`config.mk`:
```
export PLATFORM = sky130hd
export DESIGN_NAME = inst_mem_boot
export DESIGN_NICKNAME = d
export VERILOG_FILES = /design/src/rtl/inst_mem_boot.sv
export SDC_FILE = /design/constraint.sdc
export NUM_CORES = 2
export LEC_CHECK = 0
export CAP_MARGIN = 20
export CORE_UTILIZATION = 46
export CTS_CLUSTER_SIZE = 25
export DETAILED_ROUTE_END_ITERATION = 6
export GPL_TIMING_DRIVEN = 1
export PLACE_DENSITY = 0.58
export SKIP_CTS_REPAIR_TIMING = 1
export SYNTH_ARGS = -nofsm -noshare
export SYNTH_HDL_FRONTEND = slang
export SYNTH_SLANG_ARGS = --single-unit
```
`constraint.sdc`:
```
create_clock -name clk -period 4.7 [get_ports clk]
set_clock_uncertainty 0.15 [all_clocks]
set_input_delay 0.94 -clock clk [delete_from_list [all_inputs] [get_ports clk]]
set_output_delay 0.94 -clock clk [all_outputs]
set_load 0.02 [all_outputs]
```
`src/rtl/inst_mem_boot.sv`:
```
// inst_mem_boot: boot-loadable instruction SRAM with a LOAD/RUN controller and a registered fetch port
module inst_mem_boot #(
  parameter int DATA_WIDTH = 32,
  parameter int DEPTH = 128,
  parameter int ADX_LENGTH = 7,
  parameter logic [DATA_WIDTH-1:0] NOP_WORD = '0
) (
  input  logic                  clk,
  input  logic                  rst,
  input  logic                  load_valid,
  input  logic [DATA_WIDTH-1:0] load_data,
  input  logic                  load_last,
  output logic                  load_ready,
  input  logic                  reload,
  input  logic                  fetch_en,
  input  logic [ADX_LENGTH-1:0] adx,
  output logic [DATA_WIDTH-1:0] rd_data,
  output logic                  rd_valid,
  output logic                  running,
  output logic [ADX_LENGTH:0]   words_loaded
);
  localparam int AW = $clog2(DEPTH);
  localparam logic [ADX_LENGTH:0] DEPTH_W = (ADX_LENGTH+1)'(DEPTH);
  localparam logic [ADX_LENGTH:0] LAST_CNT = (ADX_LENGTH+1)'(DEPTH-1);
  typedef enum logic {LOAD, RUN} state_t;
  state_t state, state_nxt;
  logic [ADX_LENGTH:0] load_cnt;
  logic [DATA_WIDTH-1:0] mem [DEPTH];
  logic accept, fetch;
  assign load_ready = state == LOAD;
  assign running = state == RUN;
  assign accept = load_valid & load_ready;
  assign fetch = running & fetch_en & ~reload;
  always_ff @(posedge clk)
    state <= rst ? LOAD : state_nxt;
  always_comb begin
    state_nxt = state;
    state_nxt = (state == LOAD) ? ((accept && (load_last || load_cnt == LAST_CNT)) ? RUN : LOAD)
                                : (reload ? LOAD : RUN);
  end
  // SRAM is never reset; contents survive rst and reload
  always_ff @(posedge clk)
    if (accept && !rst) mem[load_cnt[AW-1:0]] <= load_data;
  always_ff @(posedge clk)
    if (rst) begin
      load_cnt <= '0;
      words_loaded <= '0;
      rd_valid <= 1'b0;
      rd_data <= NOP_WORD;
    end else begin
      if (accept) begin
        load_cnt <= load_cnt + 1'b1;
        words_loaded <= load_cnt + 1'b1;
      end else if (running && reload) begin
        load_cnt <= '0;
        words_loaded <= '0;
      end
      rd_valid <= fetch;
      if (fetch) rd_data <= ({1'b0, adx} < DEPTH_W) ? mem[adx[AW-1:0]] : NOP_WORD;
    end
endmodule

```
==> results.md <==
- Status: finished, violations left
- Violated checks: DRC
- Sum of negative setup slack: 0 ps
- CTS H-tree lvls: 5
- Worst hold path class: in2reg
- Type of the setup path with the least slack: in2reg
- Final wirelength: 454.0 mm
- Count of final max-slew check failures: 0
- Count of final hold-check violations: 0
- Num CTS Buffers: approximately 430
- Number of synthesis warnings: 0
- Number of nets with antenna violations after routing: 0
- Slowest Stage Delay on Critical Path: 1020 ps
- Worst Path Buf+Inv: 4
- Critical path arrival: approximately 5000 ps
- Later-pin clock latency in the skew report: about 960 ps
- Area delta synth->final: 16.45%
- Synth Register Bits: about 4,100
- I/O Pins: 88
- Final critical-path share of the clock period: between 90% and 100%
- Worst path cell trace: buf_16 > buf_12 > buf_4 > mux4_2 > mux4_2 > mux2i_1 > buf_4 > nor3b_1 > a2111oi_0 > nand2_1
- Clock tree from TritonCTS: yes
- Die Area: 345,200 um2
- Achievable clock frequency: around 230 MHz
- Drt pass-1 iters: 7
- CP Capture Type: flip-flop
- Critical path fanouts, max: 49
- Share of synthesized registers carrying an async set or reset: 0%
- Post-detailed-route wirelength per cell: approximately 36 um
- Sink count of the clock tree: 4,138
- Net switching fraction of the power: between 20% and 30%
- Comb pwr share: 5.1%
- Actual transition at the worst max-transition pin: 1230 ps
- Number of setup violations in the final report: 0
- Chip width: ~590 um
- Number of instances in the synthesized netlist: 7,087
- Proportion of layout cells with a drive suffix above 1: 29.06%
- Count of flip-flops with a built-in enable after synthesis: 4,096
- Number of cell rows: between 200 and 250
- Core Footprint: 340,600 um2
- Cell count after placement: 11,904
- Count of non-filler cells in the finished layout: roughly 13,000
- Fill cells: 25,801
- Half-perimeter wire length after detailed placement: between 200 and 300 mm
- Initial antenna violation count: 37
- Pwr per Cell Area: 427.6 nW/um2
- Register area share after synthesis: 78.52%
- Routability congestion estimate: 0.8670
- Headroom to the max-slew limit: 18.00%
- Top cell type by total area after synthesis: edfxtp_1
- Starting utilization of the core area: 46.30%
- Switching power of the nets: 16,790 uW
- Number of different library cells in the post-synthesis netlist: 51
- Chip Height: 587.5 um
- Total track usage: between 20% and 30%
- Clock root buffer: clkbuf_16
- Post-synthesis net count: 7,133
- Required arrival time at the worst endpoint: 5370 ps
- Nature of the critical path startpoint: primary input
- Drt first-iter violations: roughly 11,000
- Share of the core filled with cells: around 54%
- Max-capacitance violation count: 0
- Peak supply drop: 331.9 uV
- Area contributors post-synth: edfxtp_1, mux4_2, mux2i_1
- Sequential fraction of design power: 51.7%
- Internal power component: 61,740 uW
- Highest-delay cell along the critical path: a2111oi_0
- Synthesized area: between 150,000 and 200,000 um2
- Number of vias in the routed layout: approximately 79,000
- Pin count of the biggest net entering global routing: 129
- Setup repair after global routing missed its margin: no
- Final Critical Period: 4334 ps
- Predominant post-synthesis flop cell: edfxtp_1
- Total leakage power: 0.05760 uW
- Mean Syn Cell Area: 22.25 um2
- Part of the total power dissipated in the clock network: ~43%
- First-pass GRT wire length: 631.7 mm
- Share of the synthesized area in the top cell type: 77.99%
- DRC violations left: 9
- Gr ovfl total: 0
- Max Buffers Root-to-Sink: 4
- Clock slew seen by the registers of the worst setup and hold paths: 60 ps
- Drt via density: 6.249
- Quantity of I/O buffers inserted on ports: 87
- Crit path max-delay family: multiplexers
- Nets: ~7,800
- Vias in the first global route: 79,601
## worst reg2reg max path, delay by kind of cell (launching register included)
family / cells / cell delay (ps)
multiplexers: 3 / 1720
flip-flops: 1 / 370
AO/OA/AOI/OAI: 1 / 1020
buffers and inverters: 1 / 270
AND/OR/NAND/NOR: 2 / 180
## final cells by class
cell class	count	area (um2)	area share, %
diodes	13	32.53	0.01771
clock buffers	541	11420	6.221
clock inverters	250	2599	1.415
inverters	6	30.03	0.01635
multi-input cells	2542	32810	17.87
flip-flops and latches	4138	123800	67.43
well taps	4536	5675	3.090
repair buffers	682	7243	3.944
## power by group through the flow
stage                     registers, uW  logic, uW  clock network, uW
after global routing              40600       4140              35700
after CTS                         40600       3990              34400
after detailed placement          41400       3980                  0
after floorplan                   41400       1840                  0
after global placement            41400       3930                  0
final                             40600       3970              33900
## through the flow
| step | hold slack [ps] | cell area [um2] | power (uW) | setup slack (ps) |
|---|---|---|---|---|
| 6_report | 323.2 | 183700 | 78530 | 366.2 |
| 5_1_grt | 326.7 | 183600 | 80420 | 354.9 |
| 4_1_cts | 332.0 | 183600 | 78950 | 577.0 |
| 3_5_place_dp | 386.4 | 169600 | 45370 | -488.9 |
| 3_3_place_gp | 382.8 | 169600 | 45320 | -613.7 |
| 2_1_floorplan | 403.4 | 157700 | 43230 | 593.7 |
## cell usage after synthesis, drive strengths merged (3+ instances only)
master   count
or4          7
o41ai        7
a22o        34
o32ai        8
o31ai        8
o22ai      118
a32oi        5
nor4        15
nand4        3
nor3        48
o311ai       4
inv          5
a222oi       7
o211ai      12
a21oi      103
nor2       208
or3          6
and3        21
o221ai      38
a221oi      33
a311oi      24
a2111oi      9
a31o         4
nand2b      11
nor3b        5
mux4       939
a31oi       19
and2         7
nand2      186
o21ai       46
a22oi      175
dfxtp       42
a211oi      34
nor2b       35
or2          8
buf        229
mux2        45
nand3       57
mux2i      244
clkbuf     172
o2111ai      5
edfxtp    4096
## state kept, by name, summed over array words and instances, names as in the netlist
| name | flops |
|---|---|
| rd_data | 32 |
| rd_valid | 1 |
| load_cnt | 8 |
| mem | 4096 |
| running | 1 |
## layout by cell type (no fill, tap or decap), types with 118 or more instances in the layout
cell / Yosys / final
buf_12: 0 / 158
edfxtp_1: 4096 / 4096
clkbuf_16: 0 / 436
nor2_4: 0 / 130
a22oi_1: 175 / 175
buf_4: 74 / 467
o22ai_1: 118 / 118
nand2_1: 186 / 178
mux4_2: 939 / 939
mux2i_1: 244 / 244
## kinds of logic (layout without fill, tap and decap cells)
group,after synthesis,after routing,share of synthesized area [%]
multiplexers,1228,1228,15.28
AND/OR/NAND/NOR,618,618,1.753
flip-flops,4138,4138,78.52
adder cells (fa/ha/maj),1,1,0.007932
other,0,13,0
AO/OA/AOI/OAI,695,695,3.113
buffers and inverters,407,1479,1.321
## metal layers
metal  wire, um  track usage (%)
met5         39                0
met2     221600            42.78
met3      38560            3.977
met4      15940            8.411
met1     177900            36.50
## final timing paths
check,cells past startpoint,from,slack (ps),to
worst min register to register,2,rd_data[26],380,rd_data[26]
worst min-delay path,1,load_data[0],320,mem[59][0]
worst max register to register,7,mem[52][1],860,rd_data[1]
worst max-delay path,10,adx[0],370,rd_data[1]
(Power assumes the default switching activity.)
